### config.mk
export PLATFORM = sky130hd
export DESIGN_NAME = uart_apb_tx_feeder
export DESIGN_NICKNAME = d
export VERILOG_FILES = /design/src/rtl/uart_apb_tx_feeder.sv
export SDC_FILE = /design/constraint.sdc
export NUM_CORES = 1
export LEC_CHECK = 0
export CAP_MARGIN = 20
export CORE_MARGIN = 2
export CORE_UTILIZATION = 40
export CTS_BUF_LIST = sky130_fd_sc_hd__clkbuf_8
export DETAILED_ROUTE_END_ITERATION = 10
export PLACE_DENSITY_LB_ADDON = 0.08
export SETUP_SLACK_MARGIN = 0.15
export SYNTH_ARGS = -nofsm -noshare
export SYNTH_HDL_FRONTEND = slang
export SYNTH_SLANG_ARGS = --single-unit
export TNS_END_PERCENT = 1
### constraint.sdc
create_clock -name clk_i -period 2.01 [get_ports clk_i]
set_input_delay 0.402 -clock clk_i [delete_from_list [all_inputs] [get_ports clk_i]]
set_output_delay 0.402 -clock clk_i [all_outputs]
set_load 0.02 [all_outputs]
### src/rtl/uart_apb_tx_feeder.sv
// rtl/uart_apb_tx_feeder.sv - APB master feeding a byte stream into the UART TX FIFO with credit tracking; optional UART_APB_FEEDER_TIMEOUT_EN
module uart_apb_tx_feeder #(
    parameter int                    ADDR_WIDTH     = 5,
    parameter int                    DATA_WIDTH     = 32,
    parameter logic [ADDR_WIDTH-1:0] TX_DATA_ADDR   = 5'h10,
    parameter logic [ADDR_WIDTH-1:0] TX_COUNT_ADDR  = 5'h08,
    parameter int                    FIFO_DEPTH     = 8,
    parameter int                    POLL_GAP       = 4,
    parameter int                    TIMEOUT_CYCLES = 16
) (
    input  logic                    clk_i,
    input  logic                    arst_i,
    input  logic [7:0]              byte_i,
    input  logic                    byte_valid_i,
    output logic                    byte_ready_o,
    output logic                    psel_o,
    output logic                    penable_o,
    output logic [ADDR_WIDTH-1:0]   paddr_o,
    output logic                    pwrite_o,
    output logic [DATA_WIDTH-1:0]   pwdata_o,
    output logic [DATA_WIDTH/8-1:0] pstrb_o,
    input  logic                    pready_i,
    input  logic [DATA_WIDTH-1:0]   prdata_i,
    input  logic                    pslverr_i,
    output logic                    err_o,
    input  logic                    err_clr_i,
    output logic [7:0]              drop_cnt_o,
    output logic                    busy_o
);

    localparam int              CW          = $clog2(FIFO_DEPTH + 1);
    localparam int              GW          = (POLL_GAP > 1) ? $clog2(POLL_GAP) : 1;
    localparam logic [CW-1:0]   CREDIT_FULL = CW'(FIFO_DEPTH);
    localparam logic [7:0]      DEPTH8      = 8'(FIFO_DEPTH);
    localparam logic [GW-1:0]   GAP_LAST    = GW'(POLL_GAP - 1);

    typedef enum logic [2:0] {
        ST_IDLE,
        ST_WR_SETUP,
        ST_WR_ACCESS,
        ST_POLL_SETUP,
        ST_POLL_ACCESS,
        ST_POLL_WAIT
    } state_t;

    state_t          state_q, state_d;
    logic [7:0]      hold_q, hold_d;
    logic [CW-1:0]   credits_q, credits_d;
    logic            err_q, err_d;
    logic [7:0]      drop_q, drop_d;
    logic [GW-1:0]   gap_q, gap_d;

    logic [7:0]      fifo_count;
    logic [CW-1:0]   poll_credits;
    logic [7:0]      drop_inc;
    logic            timeout;
    logic            unused_prdata;

    assign fifo_count    = prdata_i[7:0];
    assign unused_prdata = ^prdata_i[DATA_WIDTH-1:8];
    assign drop_inc      = (drop_q == 8'hFF) ? drop_q : drop_q + 8'd1;

    // Free FIFO space from the polled occupancy; an occupancy at or above depth means no room.
    always_comb begin
        poll_credits = '0;
        if (fifo_count < DEPTH8) begin
            poll_credits = CW'(DEPTH8 - fifo_count);
        end
    end

`ifdef UART_APB_FEEDER_TIMEOUT_EN
    localparam int            TW       = $clog2(TIMEOUT_CYCLES + 1);
    localparam logic [TW-1:0] TMO_LAST = TW'(TIMEOUT_CYCLES - 1);

    logic [TW-1:0] tmo_q, tmo_d;
    logic          in_access;

    assign in_access = (state_q == ST_WR_ACCESS) || (state_q == ST_POLL_ACCESS);
    assign timeout   = in_access && !pready_i && (tmo_q == TMO_LAST);

    // Count consecutive ACCESS cycles without pready; any other cycle restarts the count.
    always_comb begin
        tmo_d = '0;
        if (in_access && !pready_i) begin
            tmo_d = tmo_q + 1'b1;
        end
    end

    // Timeout counter register.
    always_ff @(posedge clk_i or posedge arst_i) begin
        if (arst_i) begin
            tmo_q <= '0;
        end else begin
            tmo_q <= tmo_d;
        end
    end
`else
    logic unused_tmo_cfg;
    assign unused_tmo_cfg = (TIMEOUT_CYCLES != 0);
    assign timeout        = 1'b0;
`endif

    // Next-state, datapath updates and APB drive decoded from the current state.
    always_comb begin
        state_d   = state_q;
        hold_d    = hold_q;
        credits_d = credits_q;
        err_d     = err_q;
        drop_d    = drop_q;
        gap_d     = gap_q;
        psel_o    = 1'b0;
        penable_o = 1'b0;
        paddr_o   = '0;
        pwrite_o  = 1'b0;
        pwdata_o  = '0;
        pstrb_o   = '0;

        // A fresh error later in this block overrides the clear.
        if (err_clr_i) begin
            err_d = 1'b0;
        end

        case (state_q)
            ST_IDLE: begin
                if (byte_valid_i) begin
                    hold_d  = byte_i;
                    state_d = (credits_q != '0) ? ST_WR_SETUP : ST_POLL_SETUP;
                end
            end
            ST_WR_SETUP: begin
                psel_o   = 1'b1;
                pwrite_o = 1'b1;
                paddr_o  = TX_DATA_ADDR;
                pwdata_o = DATA_WIDTH'(hold_q);
                pstrb_o  = '1;
                state_d  = ST_WR_ACCESS;
            end
            ST_WR_ACCESS: begin
                psel_o    = 1'b1;
                penable_o = 1'b1;
                pwrite_o  = 1'b1;
                paddr_o   = TX_DATA_ADDR;
                pwdata_o  = DATA_WIDTH'(hold_q);
                pstrb_o   = '1;
                if (pready_i) begin
                    state_d = ST_IDLE;
                    if (pslverr_i) begin
                        err_d  = 1'b1;
                        drop_d = drop_inc;
                    end else begin
                        credits_d = credits_q - 1'b1;
                    end
                end else if (timeout) begin
                    state_d = ST_IDLE;
                    err_d   = 1'b1;
                    drop_d  = drop_inc;
                end
            end
            ST_POLL_SETUP: begin
                psel_o  = 1'b1;
                paddr_o = TX_COUNT_ADDR;
                state_d = ST_POLL_ACCESS;
            end
            ST_POLL_ACCESS: begin
                psel_o    = 1'b1;
                penable_o = 1'b1;
                paddr_o   = TX_COUNT_ADDR;
                gap_d     = '0;
                if (pready_i) begin
                    if (pslverr_i) begin
                        err_d     = 1'b1;
                        credits_d = '0;
                        state_d   = ST_POLL_WAIT;
                    end else begin
                        credits_d = poll_credits;
                        state_d   = (poll_credits != '0) ? ST_WR_SETUP : ST_POLL_WAIT;
                    end
                end else if (timeout) begin
                    err_d     = 1'b1;
                    credits_d = '0;
                    state_d   = ST_POLL_WAIT;
                end
            end
            ST_POLL_WAIT: begin
                if (gap_q == GAP_LAST) begin
                    gap_d   = '0;
                    state_d = ST_POLL_SETUP;
                end else begin
                    gap_d = gap_q + 1'b1;
                end
            end
            default: begin
                state_d = ST_IDLE;
            end
        endcase
    end

    // State and datapath registers; reset drops psel at once and discards the held byte.
    always_ff @(posedge clk_i or posedge arst_i) begin
        if (arst_i) begin
            state_q   <= ST_IDLE;
            hold_q    <= '0;
            credits_q <= CREDIT_FULL;
            err_q     <= 1'b0;
            drop_q    <= '0;
            gap_q     <= '0;
        end else begin
            state_q   <= state_d;
            hold_q    <= hold_d;
            credits_q <= credits_d;
            err_q     <= err_d;
            drop_q    <= drop_d;
            gap_q     <= gap_d;
        end
    end

    assign byte_ready_o = (state_q == ST_IDLE) && !arst_i;
    assign busy_o       = (state_q != ST_IDLE);
    assign err_o        = err_q;
    assign drop_cnt_o   = drop_q;

endmodule
==> results.txt <==
By area the synthesized netlist is led by sky130_fd_sc_hd__dfrtp_1, sky130_fd_sc_hd__buf_4, sky130_fd_sc_hd__mux2_1. Final weighted congestion of routability-driven global placement: 0.8021. The worst setup slack for register-to-register paths was 300 ps; the layout cell share with drive strength beyond 1 was 19.09%.

Summed over all nets, the switching power comes to 1267 uW. In this run the horizontal extent of the chip is 70.84 um. The run gives 14.02% as the overall routing resource usage. In the synthesized netlist, mux cells make up 6.863% of the area. The final setup violation count was 0.

The deepest level of the CTS H-tree is 1. Pin placement for this block handled 101 I/O pins. The area fraction of the dominant cell type after synthesis is 35.01%, and the core outline area is 4324 um2.

The filler cells instantiated in the layout total 407. Summing the areas of all and, or, nand and nor instances in the mapped netlist gives 23.95% of the synthesized area. The tree built by TritonCTS fans out to 26 sinks.

The run gives 0 ps as the total negative slack for setup checks. For this block, the via count after detailed routing is 1386. Sequential cells account for 28.6% of the total power. The critical path is of the register to output port type. No sink is reached through more buffers than the 2 on the longest clock path. The number of antenna violations at the first check in global routing was 0. The worst setup path is launched from a register.

The number of buffers added on ports was 49. The flip-flop and latch count after synthesis is 26. The nature of the critical path endpoint is an output port. The count of nets left with antenna violations once routing finished came out at 0.

Dividing total power by cell area gives a power density of 1327 nW/um2. The remaining global-route overflow is 0. The first global-routing pass estimated 5858 um of wire. Routed length per placed instance: 12.11 um. Relative to the synthesized area, the layout overhead comes to 29.13%. The synthesized instance count is 185. The tree is rooted in a sky130_fd_sc_hd__clkbuf_8.

The run gives 1610 ps as the worst path required time. TritonCTS created 3 clock buffers. Detailed placement ended at an HPWL of 2783 um. The post-synthesis share of cell area spent on xor and xnor gates was 2.941%; the mean cell area of the mapped netlist was 9.658 um2.

The distinct cell type count after synthesis is 51. Dominant register cell in the synthesized netlist: sky130_fd_sc_hd__dfrtp_1. Switching part of the total: 41.38%. The compound-gate portion of the synthesized area is 9.174%. At the later pin of the worst-skew pair, clock insertion delay measures 270 ps.

Sequential cells were found to cover 36.48% of the synthesized design area. The area enclosed by the die boundary was 5018 um2. At the worst endpoint, the arrival time is 1450 ps.

TritonCTS built the clock tree. The routed design has 3549 um of wire. IR analysis of the VDD net gives a maximum drop of 0.6892 mV.

The tools report the origin of the critical flop-to-flop path as state_q[2]$_DFFE_PP0P_. The via count of the first global-routing pass is 1355. For the worst path setup slack after routing, the log shows 161.4 ps. The worst hold path begins at gap_q[1]$_DFFE_PP0P_. The internal power consumption is 1795 uW, and the area share of fa/ha/maj cells after synthesis is 3.501%. The final critical path takes up 91.97% of the cycle. Along the worst path, the maximum fanout reaches 13. The clock tree skew after final layout is 3.081 ps, and the initial core utilization is 41.32%. The count of nets after finishing is 293, and the reported max-cap violation count is 0.

For this run, design rule violations remaining after detail routing come to 0. Dividing the detail-routed via count by the number of cells gives 4.730. The instance count along the most critical hold path was 2. The combinational fraction of design power is 57.4%. The worst register-to-register path ends at credits_q[0]$_DFFE_PP0P_. Once layout is done, the placed cells without fillers occupy 2307 um2. Entering global routing, the biggest net connects 27 pins.

The tools report the placed instance area as 2286 um2. The type of the tightest min-delay check is register to register. The floorplan has 24 rows. In this run the vertical extent of the chip is 70.84 um. In the synthesized netlist the async set-or-reset flop fraction comes to 100.0%. The first TritonRoute pass finished after 4 iterations.

The number of synthesis warnings was 0. The number of slew-limit violations in the final report is 0. The worst path needs 1849 ps of the cycle, external delays included. In this run the static leakage power is 0.001087 uW.

After synthesis, the largest family of logic cells by area is simple AND/OR/NAND/NOR gates. Counting cells, the worst reg-to-reg path comes to 6. OpenSTA, run right after detailed placement, puts the worst setup slack at 32.89 ps.

The number of flops mapped to enable cells by yosys works out to 0. The area of the mapped netlist was 1787 um2; the clock slew at the register clock pins of the worst setup and hold paths was 90 ps. The buffers inserted during post-CTS setup optimization is 0.

Setup repair after global routing could not meet its margin everywhere. The clock network accounts for 14.1% of the total power. The repair_antennas step left the layout with diodes totalling 0. Worst hold endpoint: gap_q[1]$_DFFE_PP0P_.

The number of DRC markers in iteration 0 was 18. Static timing analysis puts the maximum clock frequency at 0.5409 GHz. The hold buffer count at cts came out at 0. Number of failing hold endpoints at the final stage: 0. The cell type with the largest total area after synthesis is sky130_fd_sc_hd__dfrtp_1.

The run finished with clean final reports.
worst max-delay path, stage by stage (launching register included):
cell,delay [ps]
sky130_fd_sc_hd__dfrtp_1,430
sky130_fd_sc_hd__buf_4,210
sky130_fd_sc_hd__nor2_2,130
sky130_fd_sc_hd__nand2_1,90
sky130_fd_sc_hd__nand2_1,70
sky130_fd_sc_hd__clkdlybuf4s15_2,260
flip-flops by register name, summed over array words and instances (netlist names):
name / cells
credits_q: 4
drop_cnt_o: 8
err_o: 1
gap_q: 2
hold_q: 8
state_q: 3
placed cells by master, fill, tap and decap left out, types with 7 or more instances in the layout:
master	synthesis	routed
sky130_fd_sc_hd__conb_1	1	27
sky130_fd_sc_hd__a21oi_1	8	8
sky130_fd_sc_hd__inv_1	10	10
sky130_fd_sc_hd__and2_1	11	11
sky130_fd_sc_hd__clkdlybuf4s50_1	0	30
sky130_fd_sc_hd__dfrtp_1	25	24
sky130_fd_sc_hd__nor2_1	8	7
sky130_fd_sc_hd__buf_2	1	10
sky130_fd_sc_hd__mux2_1	9	9
sky130_fd_sc_hd__buf_4	34	12
sky130_fd_sc_hd__nand2_1	10	10
cells in the mapped netlist (2+ instances only):
| master | count |
|---|---|
| sky130_fd_sc_hd__nor3_1 | 3 |
| sky130_fd_sc_hd__nor3b_2 | 2 |
| sky130_fd_sc_hd__mux2_1 | 9 |
| sky130_fd_sc_hd__nand4_1 | 2 |
| sky130_fd_sc_hd__inv_1 | 10 |
| sky130_fd_sc_hd__a31oi_1 | 3 |
| sky130_fd_sc_hd__or3_1 | 3 |
| sky130_fd_sc_hd__ha_1 | 5 |
| sky130_fd_sc_hd__and2_1 | 11 |
| sky130_fd_sc_hd__and3_1 | 3 |
| sky130_fd_sc_hd__dfrtp_1 | 25 |
| sky130_fd_sc_hd__nor2_1 | 8 |
| sky130_fd_sc_hd__nand2_1 | 10 |
| sky130_fd_sc_hd__nor4b_1 | 2 |
| sky130_fd_sc_hd__buf_4 | 34 |
| sky130_fd_sc_hd__nand3_1 | 5 |
| sky130_fd_sc_hd__nand2b_1 | 3 |
| sky130_fd_sc_hd__xnor2_1 | 5 |
| sky130_fd_sc_hd__a21oi_1 | 8 |
| sky130_fd_sc_hd__nor2b_1 | 3 |
power groups by stage:
stage | Combinational [uW] | Sequential, uW | Clock, uW
detailed placement | 1940 | 881 | 0
global placement | 1920 | 866 | 0
CTS | 1770 | 879 | 446
finish | 1760 | 875 | 431
floorplan | 1200 | 894 | 0
global route | 1910 | 906 | 466
layout make-up:
class / instances / area, um2 / area share (%)
flip-flops and latches: 26 / 653.1 / 28.31
inverters: 10 / 37.54 / 1.627
well taps: 52 / 65.06 / 2.820
repair buffers: 62 / 539.3 / 23.37
clock inverters: 1 / 30.03 / 1.302
clock buffers: 3 / 41.29 / 1.790
multi-input cells: 139 / 940.9 / 40.78
what timing repair did:
item / in CTS / in global routing
pin swaps: 1 / 0
setup endpoints to repair: 19 / 16
resized for setup: 56 / 7
hold endpoints to repair: 0 / 0
cells by family after synthesis:
kind of cell / after synthesis
multiplexers: 11
flip-flops: 26
AO/OA/AOI/OAI: 23
XOR/XNOR: 6
AND/OR/NAND/NOR: 67
other: 1
buffers and inverters: 46
adder cells (fa/ha/maj): 5
stage by stage:
| stage | power (uW) | hold WS (ps) | util (%) | std cells |
|---|---|---|---|---|
| final | 3062 | 474.3 | 53.36 | 293 |
| after global routing | 3285 | 507.8 | 53.36 | 293 |
| after CTS | 3099 | 480.3 | 53.44 | 293 |
| after detailed placement | 2826 | 459.5 | 52.86 | 289 |
| after global placement | 2781 | 457.2 | 52.86 | 289 |
| after floorplan | 2092 | 441.3 | - | 211 |
metal layers:
| layer | vias to the layer above | share of wire (%) | track usage, % |
|---|---|---|---|
| li1 | 691 | - | - |
| met1 | 648 | 44 | 18.19 |
| met2 | 47 | 49 | 24.92 |
| met3 | 0 | 6.8 | 2.564 |
| met4 | 0 | 0 | 2.096 |
| met5 | - | 0 | 0 |
how the worst max path moves through the flow:
| stage | cells past startpoint | startpoint | slack (ps) | endpoint |
|---|---|---|---|---|
| final | 5 | state_q[0]$_DFFE_PP0P_ | 160 | paddr_o[3] |
| after global routing | 5 | state_q[0]$_DFFE_PP0P_ | 100 | paddr_o[3] |
| after floorplan | 4 | state_q[0]$_DFFE_PP0P_ | 180 | pwdata_o[0] |
| after CTS | 5 | state_q[1]$_DFFE_PP0P_ | 50 | pwdata_o[4] |
| after detailed placement | 5 | state_q[1]$_DFFE_PP0P_ | 30 | pwdata_o[7] |
| after global placement | 5 | prdata_i[5] | 60 | state_q[2]$_DFFE_PP0P_ |
Power figures use the tool's default switching activity.
